--- src/rtl/udc_pkg.sv ---
// Shared definitions for the up/down-counter job sequencer: FSM state
// encoding, default data width and the step-counter width helper.
package udc_pkg;

    localparam int WIDTH_DEF = 8;

    // A bounce job needs up to 2*2^WIDTH - 1 cycles; two extra bits cover it.
    function automatic int steps_w(input int w);
        return w + 2;
    endfunction

    typedef enum logic [1:0] {
        IDLE = 2'd0,
        LOAD = 2'd1,
        RUN  = 2'd2,
        DONE = 2'd3
    } state_e;

endpackage

--- src/rtl/udc_sequencer_if.sv ---
// Job request bus into the sequencer: valid/ready handshake plus the
// job description (start value, limit, direction, bounce).
interface udc_sequencer_if
    import udc_pkg::*;
#(
    parameter int WIDTH = WIDTH_DEF
) ();

    logic             cmd_valid;
    logic             cmd_ready;
    logic [WIDTH-1:0] cmd_init;
    logic [WIDTH-1:0] cmd_limit;
    logic             cmd_dir;
    logic             cmd_bounce;

    modport master (
        output cmd_valid, cmd_init, cmd_limit, cmd_dir, cmd_bounce,
        input  cmd_ready
    );

    modport slave (
        input  cmd_valid, cmd_init, cmd_limit, cmd_dir, cmd_bounce,
        output cmd_ready
    );

endinterface

--- src/rtl/udc_sequencer.sv ---
// Command-driven controller for one external 8-bit up/down counter:
// loads the start value, steers direction, detects the end and reports.
module udc_sequencer
    import udc_pkg::*;
#(
    parameter int WIDTH = WIDTH_DEF,
    parameter int SW    = steps_w(WIDTH)
) (
    input  logic                 clk,
    input  logic                 rst,
    udc_sequencer_if.slave       cmd,
    input  logic                 abort,
    output logic                 ctr_rst,
    output logic                 ctr_mode,
    output logic [WIDTH-1:0]     ctr_init,
    input  logic [WIDTH-1:0]     ctr_count,
    output logic                 busy,
    output logic                 done,
    output logic [SW-1:0]        res_steps,
    output logic                 res_aborted
);

    localparam logic [1:0] ST_IDLE = IDLE;
    localparam logic [1:0] ST_LOAD = LOAD;
    localparam logic [1:0] ST_RUN  = RUN;
    localparam logic [1:0] ST_DONE = DONE;

    logic [1:0]       state;
    logic [WIDTH-1:0] limit_q;
    logic             dir_q;
    logic             bounce_q;
    logic             leg;
    logic [SW-1:0]    steps;

    logic [WIDTH-1:0] target;
    logic             hit;
    logic             same;
    logic             final_hit;
    logic             turn;

    always_comb begin
        target    = leg ? ctr_init : limit_q;
        hit       = (state == ST_RUN) && (ctr_count == target);
        same      = (ctr_init == limit_q);
        final_hit = hit && (leg || !bounce_q || same);
        turn      = hit && !leg && bounce_q && !same;
    end

    assign cmd.cmd_ready = (state == ST_IDLE);
    assign busy          = (state != ST_IDLE);
    assign done          = (state == ST_DONE);

    // The counter only free-runs in RUN; on the final hit or an abort it is
    // reloaded in the same edge so it never steps past the target.
    assign ctr_rst = (state == ST_RUN) && !final_hit && !abort;

    always_comb begin
        ctr_mode = 1'b1;
        if (state == ST_LOAD) begin
            ctr_mode = dir_q;
        end else if (state == ST_RUN) begin
            ctr_mode = (leg || (hit && bounce_q)) ? ~dir_q : dir_q;
        end
    end

    always_ff @(posedge clk) begin
        if (state == ST_IDLE && cmd.cmd_valid) begin
            limit_q  <= cmd.cmd_limit;
            dir_q    <= cmd.cmd_dir;
            bounce_q <= cmd.cmd_bounce;
        end
    end

    always_ff @(posedge clk) begin
        if (!rst) begin
            state       <= ST_IDLE;
            ctr_init    <= '0;
            res_steps   <= '0;
            res_aborted <= 1'b0;
            leg         <= 1'b0;
            steps       <= '0;
        end else begin
            case (state)
                ST_IDLE: begin
                    if (cmd.cmd_valid) begin
                        ctr_init <= cmd.cmd_init;
                        leg      <= 1'b0;
                        steps    <= '0;
                        state    <= ST_LOAD;
                    end
                end
                ST_LOAD: begin
                    if (abort) begin
                        res_aborted <= 1'b1;
                        res_steps   <= steps;
                        state       <= ST_DONE;
                    end else begin
                        state <= ST_RUN;
                    end
                end
                ST_RUN: begin
                    steps <= steps + 1'b1;
                    if (abort) begin
                        res_aborted <= 1'b1;
                        res_steps   <= steps + 1'b1;
                        state       <= ST_DONE;
                    end else if (final_hit) begin
                        res_aborted <= 1'b0;
                        res_steps   <= steps + 1'b1;
                        state       <= ST_DONE;
                    end else if (turn) begin
                        leg <= 1'b1;
                    end
                end
                ST_DONE: state <= ST_IDLE;
                default: state <= ST_IDLE;
            endcase
        end
    end

endmodule

--- src/flat_wrapper.sv ---
// flat-port wrapper written by rule: the top's interface ports become plain ports
module udc_sequencer_flat import udc_pkg::*;
#(
    parameter int WIDTH = WIDTH_DEF,
    parameter int SW    = steps_w(WIDTH)
)
  (clk, rst, abort, ctr_rst, ctr_mode, ctr_init, ctr_count, busy, done, res_steps, res_aborted, cmd_cmd_valid, cmd_cmd_init, cmd_cmd_limit, cmd_cmd_dir, cmd_cmd_bounce, cmd_cmd_ready);
  udc_sequencer_if #(.WIDTH(WIDTH)) cmd_i ();
  input  logic clk;
  input  logic rst;
  input  logic abort;
  output logic ctr_rst;
  output logic ctr_mode;
  output logic [WIDTH-1:0] ctr_init;
  input  logic [WIDTH-1:0] ctr_count;
  output logic busy;
  output logic done;
  output logic [SW-1:0] res_steps;
  output logic res_aborted;
  input wire logic [$bits(cmd_i.cmd_valid)-1:0] cmd_cmd_valid;
  input wire logic [$bits(cmd_i.cmd_init)-1:0] cmd_cmd_init;
  input wire logic [$bits(cmd_i.cmd_limit)-1:0] cmd_cmd_limit;
  input wire logic [$bits(cmd_i.cmd_dir)-1:0] cmd_cmd_dir;
  input wire logic [$bits(cmd_i.cmd_bounce)-1:0] cmd_cmd_bounce;
  output wire logic [$bits(cmd_i.cmd_ready)-1:0] cmd_cmd_ready;
  assign cmd_i.cmd_valid = cmd_cmd_valid;
  assign cmd_i.cmd_init = cmd_cmd_init;
  assign cmd_i.cmd_limit = cmd_cmd_limit;
  assign cmd_i.cmd_dir = cmd_cmd_dir;
  assign cmd_i.cmd_bounce = cmd_cmd_bounce;
  assign cmd_cmd_ready = cmd_i.cmd_ready;
  udc_sequencer #(.WIDTH(WIDTH), .SW(SW)) u_core (.clk(clk), .rst(rst), .cmd(cmd_i), .abort(abort), .ctr_rst(ctr_rst), .ctr_mode(ctr_mode), .ctr_init(ctr_init), .ctr_count(ctr_count), .busy(busy), .done(done), .res_steps(res_steps), .res_aborted(res_aborted));
endmodule
--- config.mk ---
export PLATFORM = sky130hd
export DESIGN_NAME = udc_sequencer_flat
export DESIGN_NICKNAME = d
export VERILOG_FILES = /design/src/rtl/udc_pkg.sv /design/src/rtl/udc_sequencer_if.sv /design/src/rtl/udc_sequencer.sv /design/src/flat_wrapper.sv
export SDC_FILE = /design/constraint.sdc
export NUM_CORES = 1
export LEC_CHECK = 0
export CAP_MARGIN = 20
export CORE_MARGIN = 2
export CORE_UTILIZATION = 45
export DETAILED_ROUTE_END_ITERATION = 10
export DONT_BUFFER_PORTS = 1
export MAX_ROUTING_LAYER = met4
export SYNTH_ARGS = -nofsm -noshare
export SYNTH_HDL_FRONTEND = slang
export SYNTH_SLANG_ARGS = --single-unit
--- constraint.sdc ---
create_clock -name clk -period 3.1 [get_ports clk]
set_input_delay 0.775 -clock clk [delete_from_list [all_inputs] [get_ports clk]]
set_output_delay 0.775 -clock clk [all_outputs]
set_load 0.01 [all_outputs]
* Word level (Yosys, flattened, before mapping)
Cells that the tools add are included.
W data, S select, Z words.
** Word-level totals
- Register bits after elaboration :: 42
- Input port bits :: 30
- Word-level logic and storage cells :: 72
- Output and inout port bits :: 24
** Cells by class
- Equal/unequal tests :: 11
- Muxes and demuxes :: 24
- Reduce and logical (&&, ||, !) cells :: 26
- Bitwise gates (word level) :: 1
- Add/subtract/negate cells :: 1
** Operator list (count)
- $mux W10 :: 4
- $pmux W10 S2 :: 2
- $eq A8 B8 Y1 :: 2
- $mux W1 :: 11
- $add A10 B1 Y10 const B :: 1
- $logic_and A1 B1 Y1 :: 9
- $mux W8 :: 1
- $ne A2 B2 Y1 const B :: 4
- $pmux W2 S4 :: 1
- $mux W2 :: 3
- $reduce_and A2 Y1 :: 3
- $reduce_bool A2 Y1 :: 3
- $logic_not A1 Y1 :: 5
- $reduce_and A5 Y1 :: 1
- $eq A2 B2 Y1 const B :: 2
- $pmux W1 S2 :: 2
- $logic_or A1 B1 Y1 :: 3
- $ne A3 B2 Y1 const B :: 1
- $reduce_and A3 Y1 :: 1
- $eq A2 B1 Y1 const B :: 1
- $logic_not A2 Y1 :: 1
- $ne A2 B1 Y1 const B :: 1
- $not A1 Y1 :: 1

* Logic depth before layout (Yosys ltp)
Gate-level depths: netlist of the first run.
- Depth after elaboration :: 10
- Depth in mapped cells :: 9
- Mapped depth without buffers :: 9

* Worst setup path after synthesis of the first run
OpenSTA, ideal clock, no wires.
- Path kind :: input to output
- Start point :: in ctr_count[2]
- End point :: out ctr_mode
- Path slack :: 512 ps
- Stages on the path :: 5
- Path buffers :: 0
- Arrival :: 1813 ps
- Required time :: 2325 ps
- Path through :: xnor2_1 > nor4_4 > a31oi_1 > mux2i_1 > a2bb2oi_1
** On the way
- Cells in the longest elaborated chain, start to end :: 7
** Ends and longest elaborated chain
- from (decl) :: RTL line flat_wrapper.sv:15 : input logic [WIDTH-1:0] ctr_count;
- $eq A8 B8 Y1 :: RTL line udc_sequencer.sv:43 : hit = (state == ST_RUN) && (ctr_count == target);
- $logic_and A1 B1 Y1 :: RTL line udc_sequencer.sv:43
- $logic_and A1 B1 Y1 :: RTL line udc_sequencer.sv:62 : ctr_mode = (leg || (hit && bounce_q)) ? ~dir_q : dir_q;
- $logic_or A1 B1 Y1 :: RTL line udc_sequencer.sv:62
- $mux W1 :: RTL line udc_sequencer.sv:62
- $mux W1 :: RTL line udc_sequencer.sv:61 : end else if (state == ST_RUN) begin
- $mux W1 :: RTL line udc_sequencer.sv:59 : if (state == ST_LOAD) begin
- to (decl) :: RTL line flat_wrapper.sv:13 : output logic ctr_mode;
No other way between the ends.

* Final worst setup path of the first run
- Start point :: reg u_core.leg
- End point :: out ctr_mode
** On the way
- Cells in the longest elaborated chain, start to end :: 8
** Ends and longest elaborated chain
- from (decl) :: RTL line udc_sequencer.sv:32 : logic leg;
- from (signal assigned) :: RTL line udc_sequencer.sv:80 : leg <= 1'b0;
- from (signal assigned) :: RTL line udc_sequencer.sv:87 : leg <= 1'b0;
- from (signal assigned) :: RTL line udc_sequencer.sv:112 : leg <= 1'b1;
- $mux W8 :: RTL line udc_sequencer.sv:42 : target = leg ? ctr_init : limit_q;
- $eq A8 B8 Y1 :: RTL line udc_sequencer.sv:43
- $logic_and A1 B1 Y1 :: RTL line udc_sequencer.sv:43
- $logic_and A1 B1 Y1 :: RTL line udc_sequencer.sv:62
- $logic_or A1 B1 Y1 * :: RTL line udc_sequencer.sv:62
- $mux W1 * :: RTL line udc_sequencer.sv:62
- $mux W1 * :: RTL line udc_sequencer.sv:61
- $mux W1 * :: RTL line udc_sequencer.sv:59
Mark *: on every way between the ends. The rest lies on a longest branch, timed or not.

==> results.json, run 1 <==
{
  "status": "finished, final reports clean",
  "max_cap_violations": 0,
  "critPathMaxFanout": 11,
  "via_per_inst": 5.430,
  "reg2reg_slack_ns": 0.92,
  "num_rows": 26,
  "worst_pin_slew_ns": 0.4274,
  "grt_setup_unrepaired": "no",
  "io_pins": 54,
  "hold_path_depth": 2,
  "via_count": 1678,
  "design.core.area_sq_um": 5042,
  "critPathMaxStageDelay_ns": 0.46,
  "drc_errors": 0,
  "min_from": "u_core.res_steps[5]",
  "setup_tns_ns": 0,
  "worst_slack_ns": 0.2512,
  "cts_made_buffers": 5,
  "antenna_found_initial": 0,
  "clockBufferDepth": 2,
  "hold_path.class": "reg2reg",
  "post_cts_buffers": 0,
  "finalHoldViolCount": 0,
  "drive_gt1_share_pct": 8.368,
  "final_common_cell": "nand2_1",
  "synth_cell_types": 41,
  "relSlewSlack_pct": 71.41,
  "r2r_cells": 10,
  "die_w_um": 75.63,
  "drt_iter0_drc": 104,
  "crit_arrival_ns": 2.07,
  "syn_to_final_growth_pct": 6.829,
  "synth.avg_cell_area_sq_um": 9.579,
  "finClkSkew_ns": 0.007897,
  "grtUsageTotal_pct": 18.25,
  "cts-htree-levels": 2,
  "peakVddDrop_v": 0.0003092,
  "syn_nets": 277,
  "cp_slowest_cell": "dfxtp_4",
  "synth_edf_count": 10,
  "setup_viol": 0,
  "cts_root_buffer": "clkbuf_8",
  "final.period_utilization_pct": 91.90,
  "clock-sinks": 42,
  "final_cell_mix": "34 x nand2_1, 31 x dfxtp_1, 18 x xnor2_1",
  "critPathRequiredTime_ns": 2.32,
  "maxSlewViolCount": 0,
  "crit_chain": "mux2i_1 -> xnor2_1 -> nor4_4 -> a31oi_1 -> mux2i_1 -> a2bb2oi_2",
  "crit_family": "flip-flops",
  "r2r-end": "u_core.steps[9]",
  "antenna_left": 0,
  "fillers": 496,
  "final.min_clock_period_ns": 2.849,
  "dp_slack_ns": 0.1868,
  "place_hpwl_mm": 3.223,
  "ys_seq_area_share_pct": 40.76,
  "io_buffers": 0,
  "cpMostUsedCell": "mux2i_1",
  "drt-pass1-iter-count": 4,
  "die_area_sq_um": 5719,
  "ys_ff_latch": 42,
  "antenna_cells": 0,
  "crit_buf_inv": 0,
  "synth_top_area_share_pct": 27.75,
  "synthFlopType": "dfxtp_1",
  "ys_top_cells_by_area": "dfxtp_1 28%, edfxtp_1 13%, xnor2_1 6.8%",
  "grt_pass1_wl_mm": 7.693,
  "yosys.area.top_type": "dfxtp_1",
  "min_to": "u_core.res_steps[5]",
  "placed_cells": 301,
  "postRouteWirelength_mm": 4.574,
  "postLayoutCoreUtil_pct": 48.91,
  "first_global_vias": 1631,
  "clk_latency_ns": 0.29,
  "syn_inst": 241,
  "grt_overflow_total": 0,
  "crit_type": "reg2out",
  "synthArstFlopShare_pct": 0,
  "reg2reg_from": "u_core.state[0]",
  "fmax_mhz": 351.0,
  "yosysWarnings": 0,
  "power.leakage_uw": 0.0008083,
  "wl_per_cell_um": 14.80,
  "start_util_pct": 45.78,
  "path_clk_slew_ns": 0.08,
  "p_per_area_nw_per_um2": 686.6,
  "cts_tree": "yes",
  "die-height_um": 75.63,
  "syn_area_sq_um": 2308,
  "nNetsFinal": 274,
  "grt_max_degree": 37,
  "stdcell_count": 309,
  "endpoint_kind": "output port",
  "start_kind": "register",
  "gp_congestion": 0.7825,
  "power_uw": 1693
}
## worst reg2reg max path, cell delays in order (launching register included)
cell	delay [ns]
dfxtp_1	0.43
inv_1	0.09
ha_1	0.30
nand2_1	0.33
inv_2	0.06
a21oi_1	0.12
buf_4	0.24
nor2_1	0.06
mux2_2	0.25
a22oi_1	0.13
nor2b_1	0.06
## cell type report
| type | count | area (sq um) | share of cell area (%) |
|---|---|---|---|
| well taps | 70 | 87.58 | 3.551 |
| flip-flops and latches | 42 | 944.7 | 38.31 |
| multi-input cells | 178 | 1287 | 52.21 |
| inverters | 7 | 26.28 | 1.065 |
| repair buffers | 4 | 30.03 | 1.218 |
| clock buffers | 8 | 90.09 | 3.653 |
## synthesized netlist by cell type (2+ instances only)
cell type,count
a21boi_0,11
a21oi_1,4
a22oi_1,3
a2bb2oi_1,4
clkbuf_1,12
dfxtp_1,32
edfxtp_1,10
ha_1,6
inv_1,6
mux2_2,2
mux2i_1,14
nand2_1,34
nand2b_1,2
nand3_1,9
nand4_1,5
nor2_1,8
nor2b_1,9
nor3_1,6
nor3b_1,2
nor4_4,2
o21ai_0,11
o221a_1,8
o221ai_1,2
xnor2_1,18
xor2_1,5
## sequential cells by signal, indices dropped and copies added (netlist names)
register and cells:
u_core.bounce_q 1, u_core.res_aborted 1, u_core.leg 1, u_core.ctr_init 8
u_core.res_steps 10, u_core.state 2, u_core.steps 10, u_core.dir_q 1
u_core.limit_q 8
## cell families after synthesis
group / count (synthesis) / synth area share, %
and+or+nand+nor: 81 / 18.64
AOI/OAI and AO/OA: 52 / 17.83
DFF: 42 / 40.76
xor gates and xnor gates: 23 / 8.726
buffers and inverters: 21 / 3.739
muxes: 16 / 7.046
adders and majority gates: 6 / 3.252
## how the worst max path moves through the flow
| stage | startpoint | end | slack [ns] | depth (start not counted) |
|---|---|---|---|---|
| 3_5_place_dp | u_core.leg | ctr_mode | 0.19 | 6 |
| 4_1_cts | u_core.leg | ctr_mode | 0.06 | 6 |
| 6_report | u_core.leg | ctr_mode | 0.25 | 6 |
| 3_3_place_gp | u_core.leg | ctr_mode | 0.29 | 6 |
| 5_1_grt | u_core.leg | ctr_mode | 0.06 | 6 |
| 2_1_floorplan | ctr_count[2] | ctr_mode | 0.51 | 5 |
## repair_timing
item                       4_1_cts  5_1_grt
hold buffers                     0        0
setup endpoints to repair        1        1
resized for setup                1        2
## where the power goes
| group | switching, uW | internal, uW | total (uW) |
|---|---|---|---|
| Sequential | 95.3 | 657 | 752 |
| Clock | 182 | 182 | 364 |
| Combinational | 350 | 227 | 577 |
| Total | 628 | 1070 | 1690 |
## routing by layer
layer / GRT usage [%] / vias up / share of wire (%)
met5: - / - / 0
met4: 5.263 / 0 / 0.92
met3: 4.497 / 5 / 5.1
met2: 28.50 / 40 / 44
met1: 23.51 / 785 / 50
li1: - / 848 / -
## per-stage QoR
stage,hold WS [ns],cell area [sq um]
3_5_place_dp,0.4986,2366
3_3_place_gp,0.4979,2366
4_1_cts,0.5186,2457
2_1_floorplan,0.4677,2308
5_1_grt,0.5388,2466
6_report,0.5118,2466
Note: power is estimated with default switching activity, not from simulation.
==> run 2, diff against run 1 <==
--- a/config.mk
+++ b/config.mk
@@ -5,12 +5,15 @@
 export SDC_FILE = /design/constraint.sdc
 export NUM_CORES = 1
 export LEC_CHECK = 0
+export ABC_CLOCK_PERIOD_IN_PS = 3100
 export CAP_MARGIN = 20
 export CORE_MARGIN = 2
 export CORE_UTILIZATION = 45
 export DETAILED_ROUTE_END_ITERATION = 10
 export DONT_BUFFER_PORTS = 1
+export GPL_TIMING_DRIVEN = 0
 export MAX_ROUTING_LAYER = met4
+export PLACE_DENSITY = 0.67
 export SYNTH_ARGS = -nofsm -noshare
 export SYNTH_HDL_FRONTEND = slang
 export SYNTH_SLANG_ARGS = --single-unit
==> run 2 against run 1 <==
Effect of this change:
- combinational power up 2%
- sequential cell count did not move
- hold slack got worse by 0.0064 ns
- non-clock buffer count is 12 higher
- setup slack got worse by 0.076 ns
- critical endpoint unchanged
- sequential share of layout area decreased by 1.0 points
- core utilization rose by 1.2 points
==> results.json, run 2 (synthesis results as in run 1) <==
{
  "p_per_area_nw_per_um2": 699.5,
  "start_util_pct": 45.78,
  "grt_overflow_total": 0,
  "grtUsageTotal_pct": 19.72,
  "drt-pass1-iter-count": 4,
  "final_cell_mix": "34 x nand2_1, 32 x dfxtp_1, 18 x xnor2_1",
  "p_sw_share_pct": 37.14,
  "hold_path_depth": 2,
  "reg2reg_slack_ns": 0.43,
  "path_clk_slew_ns": 0.08,
  "top_regs": "u_core.res_steps x10, u_core.steps x10",
  "power_uw": 1766,
  "grt_pass1_wl_mm": 8.059,
  "max_cap_violations": 0,
  "place_hpwl_mm": 3.552,
  "r2r_cells": 8,
  "finClkSkew_ns": 0.008294,
  "fillers": 493,
  "min_from": "u_core.state[1]",
  "clockPowerShare_pct": 24.2,
  "drive_gt1_share_pct": 8.367,
  "gp_congestion": 0.8531,
  "grt_setup_unrepaired": "no",
  "first_global_vias": 1602,
  "met1_length_mm": 2.329,
  "design.core.area_sq_um": 5042,
  "seq_power_share_pct": 42.6,
  "postLayoutCoreUtil_pct": 50.07,
  "power.leakage_uw": 0.0008347,
  "critPathMaxFanout": 10,
  "clockBufferDepth": 2,
  "top_layer": "met4",
  "hold_path.class": "reg2reg",
  "reg2reg_from": "u_core.state[0]",
  "die_w_um": 75.63,
  "relSlewSlack_pct": 66.22,
  "num_rows": 26,
  "finalHoldViolCount": 0,
  "nNetsFinal": 286,
  "r2r-end": "u_core.steps[0]",
  "met2_length_mm": 2.173,
  "antenna_found_initial": 0,
  "regArea_sq_um": 940.9,
  "final_common_cell": "nand2_1",
  "antenna_cells": 0,
  "clk_latency_ns": 0.30,
  "switchingPower_uw": 656.0,
  "maxSlewViolCount": 0,
  "status": "finished, final reports clean",
  "final.min_clock_period_ns": 2.924,
  "start_kind": "register",
  "cts_made_buffers": 5,
  "io_buffers": 0,
  "crit_arrival_ns": 2.15,
  "endpoint_kind": "output port",
  "worst_pin_slew_ns": 0.5029,
  "crit_type": "reg2out",
  "via_per_inst": 5.246,
  "io_pins": 54,
  "multiInputGateArea_sq_um": 1285,
  "wl_per_cell_um": 15.02,
  "die-height_um": 75.63,
  "via_count": 1684,
  "cts_root_buffer": "clkbuf_8",
  "die_area_sq_um": 5719,
  "min_to": "u_core.state[1]",
  "syn_to_final_growth_pct": 9.377,
  "grt_max_degree": 20,
  "drt_iter0_drc": 97,
  "internal-power_uw": 1110,
  "cts_tree": "yes",
  "setup_viol": 0,
  "critPathRequiredTime_ns": 2.32,
  "clock-sinks": 42,
  "final.period_utilization_pct": 94.34,
  "postRouteWirelength_mm": 4.822,
  "comb_power_share_pct": 33.2,
  "setup_tns_ns": 0,
  "cts-htree-levels": 2,
  "route.met3.wl_um": 239,
  "antenna_left": 0,
  "drc_errors": 0,
  "peakVddDrop_v": 0.0003392,
  "fmax_mhz": 341.9
}
## run 2: cell type report
type                       instances  area share (%)
buffer                            14           2.428
clock buffer                       5           2.725
clock inverter                     3           1.586
inverter                           7           1.041
multi-input combinational        178           50.89
sequential                        42           37.26
tap                               70           3.469
timing repair buffer               2          0.5946
## run 2: worst max-delay path, stage by stage, from the launching register on
cell and delay (ns):
dfxtp_1 0.37, buf_6 0.18, mux2i_1 0.26, xnor2_1 0.13, nor4_4 0.34, a31oi_1 0.16
mux2i_1 0.14, a2bb2oi_1 0.27
## run 2: metrics by stage
stage	setup WS, ns	area [sq um]	hold WS, ns	std cells
final	0.1756	2525	0.5053	321
after global routing	0.05108	2525	0.5389	321
after CTS	0.05016	2505	0.5090	319
after detailed placement	0.2209	2396	0.4981	311
after global placement	0.1983	2396	0.4849	311
after floorplan	0.5124	2308	0.4677	241
## run 2: worst max path at each step
| stage | startpoint | slack (ns) | to | cells after the start |
|---|---|---|---|---|
| detailed placement | u_core.state[0] | 0.22 | u_core.steps[0] | 8 |
| CTS | u_core.state[0] | 0.05 | ctr_mode | 6 |
| global placement | u_core.state[0] | 0.20 | u_core.steps[0] | 8 |
| finish | u_core.leg | 0.18 | ctr_mode | 7 |
| floorplan | ctr_count[2] | 0.51 | ctr_mode | 5 |
| global route | u_core.state[0] | 0.05 | ctr_mode | 6 |
## run 2: repair_timing
action | in CTS | in global routing
setup endpoints to repair | 0 | 7
endpoints found under the hold margin | 0 | 0
hold buffers | 0 | 0
gates resized for setup | 0 | 3
setup buffers | 0 | 2
## run 2: power groups by stage
stage | logic (uW) | clock network (uW) | registers, uW
global placement | 570 | 0 | 763
CTS | 583 | 441 | 752
detailed placement | 581 | 0 | 765
finish | 587 | 428 | 752
global route | 657 | 459 | 767
floorplan | 463 | 0 | 746
## run 2: routing by layer
layer,track usage (%),vias up
met5,-,-
met4,7.992,0
met3,5.291,6
met2,28.60,37
met1,26.04,767
li1,-,874
==> run 3, diff against run 2 <==
--- a/config.mk
+++ b/config.mk
@@ -5,8 +5,9 @@
 export SDC_FILE = /design/constraint.sdc
 export NUM_CORES = 1
 export LEC_CHECK = 0
-export ABC_CLOCK_PERIOD_IN_PS = 3100
+export ABC_CLOCK_PERIOD_IN_PS = 3600
 export CAP_MARGIN = 20
+export CORE_ASPECT_RATIO = 0.75
 export CORE_MARGIN = 2
 export CORE_UTILIZATION = 45
 export DETAILED_ROUTE_END_ITERATION = 10
@@ -14,6 +15,7 @@
 export GPL_TIMING_DRIVEN = 0
 export MAX_ROUTING_LAYER = met4
 export PLACE_DENSITY = 0.67
+export SKIP_CTS_REPAIR_TIMING = 1
 export SYNTH_ARGS = -nofsm -noshare
 export SYNTH_HDL_FRONTEND = slang
 export SYNTH_SLANG_ARGS = --single-unit
==> constraint.sdc (replaced) <==
create_clock -name clk -period 3.6 [get_ports clk]
set_input_delay 0.9 -clock clk [delete_from_list [all_inputs] [get_ports clk]]
set_output_delay 0.9 -clock clk [all_outputs]
set_load 0.01 [all_outputs]
==> run 3 against run 2 <==
Effect of this change:
- routed wire length increased by 3.2%
- critical path depth unchanged
- global-route usage decreased by 0.67 points
- non-clock buffer count decreased by 2
- sequential cell count unchanged
- sequential power decreased by 14%
- combinational power decreased by 14%
- cell count decreased by 3.7%
- highest routed layer unchanged
==> results.json, run 3 (synthesis results as in run 1) <==
{
  "status": "finished, final reports clean",
  "crit_family": "compound AO/OA/AOI/OAI gates",
  "finalInstanceArea_sq_um": 2494,
  "grtUsageMet2_pct": 24.23,
  "place_hpwl_mm": 3.636,
  "clk_latency_ns": 0.30,
  "via_count": 1715,
  "critPathMaxFanout": 10,
  "maxSlewViolCount": 0,
  "drt-pass1-iter-count": 4,
  "syn_to_final_growth_pct": 8.022,
  "start_kind": "register",
  "clock-sinks": 42,
  "grt.busiest_layer": "met1",
  "hold_path.class": "reg2reg",
  "p_per_area_nw_per_um2": 616.9,
  "grt_pass1_wl_mm": 8.100,
  "grt_max_degree": 20,
  "io_buffers": 0,
  "io_pins": 54,
  "power.leakage_uw": 0.0008137,
  "crit_type": "reg2out",
  "fmax_mhz": 313.7,
  "cp_slowest_cell": "nor4_4",
  "drc_errors": 0,
  "cpMostUsedCell": "mux2i_1",
  "clockBufferDepth": 2,
  "top_regs": "u_core.res_steps x10, u_core.steps x10",
  "worst_pin_slew_ns": 0.7778,
  "grt_setup_unrepaired": "no",
  "max_cap_violations": 0,
  "final_cell_mix": "34 x nand2_1, 32 x dfxtp_1, 18 x xnor2_1",
  "die_area_sq_um": 5725,
  "die_w_um": 86.71,
  "critPathMaxStageDelay_ns": 0.44,
  "path_clk_slew_ns": 0.09,
  "grtUsageTotal_pct": 19.05,
  "die-height_um": 66.03,
  "min_from": "u_core.res_steps[2]",
  "crit_buf_inv": 1,
  "antenna_cells": 0,
  "wl_per_cell_um": 16.10,
  "crit_arrival_ns": 2.29,
  "final_common_cell": "nand2_1",
  "drive_gt1_share_pct": 6.426,
  "finalHoldViolCount": 0,
  "cts_tree": "yes",
  "setup_viol": 0,
  "peakVddDrop_v": 0.0003442,
  "power_uw": 1538,
  "critPathRequiredTime_ns": 2.70,
  "cts_root_buffer": "clkbuf_8",
  "drt_iter0_drc": 63,
  "relSlewSlack_pct": 48.14,
  "reg2reg_from": "u_core.state[0]",
  "first_global_vias": 1568,
  "antenna_left": 0,
  "postLayoutCoreUtil_pct": 50.61,
  "crit_chain": "buf_6 -> mux2i_1 -> xnor2_1 -> nor4_4 -> a31oi_1 -> mux2i_1 -> a2bb2oi_1",
  "grt_overflow_total": 0,
  "start_util_pct": 46.85,
  "setup_tns_ns": 0,
  "cts_made_buffers": 5,
  "finClkSkew_ns": 0.008227,
  "final.min_clock_period_ns": 3.188,
  "place_area_sq_um": 2384,
  "use_met3_pct": 7.116,
  "via_per_inst": 5.550,
  "num_rows": 22,
  "crit_start": "u_core.leg",
  "design.core.area_sq_um": 4927,
  "nNetsFinal": 284,
  "grt_use_met1_pct": 26.98,
  "postRouteWirelength_mm": 4.974,
  "gp_congestion": 0.8619,
  "endpoint_kind": "output port",
  "cts-htree-levels": 2,
  "final.period_utilization_pct": 88.55,
  "fillers": 464,
  "antenna_found_initial": 0
}
## run 3: cell count changes in the layout (fill, tap and decap cells not counted)
cell / change
clkinvlp_4: +1
a21oi_1: +1
clkinv_2: -2
clkbuf_1: +2
buf_4: -2
clkbuf_2: -1
a21oi_2: -1
## run 3: power breakdown
part | switching (uW) | internal (uW)
Sequential | 82.6 | 566
Clock | 175 | 207
Combinational | 327 | 180
## run 3: layout make-up
| class | count | area [sq um] | share of cell area, % |
|---|---|---|---|
| inverter | 7 | 26.28 | 1.054 |
| clock buffer | 6 | 72.57 | 2.910 |
| tap | 60 | 75.07 | 3.011 |
| clock inverter | 2 | 37.54 | 1.505 |
| multi-input combinational | 178 | 1281 | 51.38 |
| buffer | 14 | 60.06 | 2.408 |
| sequential | 42 | 940.9 | 37.73 |
## run 3: final timing paths
kind | slack (ns) | depth (start not counted) | end
max | 0.41 | 7 | ctr_mode
min | 0.51 | 2 | u_core.res_steps[2]
max reg2reg | 0.60 | 8 | u_core.steps[0]
min reg2reg | 0.51 | 2 | u_core.res_steps[2]
## run 3: per-stage QoR
step | setup WS [ns] | std cells | hold WS [ns]
2_1_floorplan | 0.7624 | 241 | 0.4677
3_3_place_gp | 0.6244 | 301 | 0.4890
3_5_place_dp | 0.5973 | 301 | 0.4977
4_1_cts | 0.3933 | 309 | 0.5164
5_1_grt | 0.2637 | 309 | 0.5577
6_report | 0.4121 | 309 | 0.5114
## run 3: layer usage
layer | vias to the layer above | share of wire, %
met5 | - | 0
met1 | 790 | 53
met2 | 43 | 38
met3 | 8 | 7.6
li1 | 874 | -
met4 | 0 | 1.4
## run 3: worst reg2reg max path: stages, from the launching register on
cell	delay, ns
dfxtp_1	0.45
inv_1	0.10
ha_1	0.29
nand2_1	0.34
inv_2	0.27
a21oi_1	0.68
clkbuf_1	0.48
mux2i_1	0.24
nor2b_1	0.06
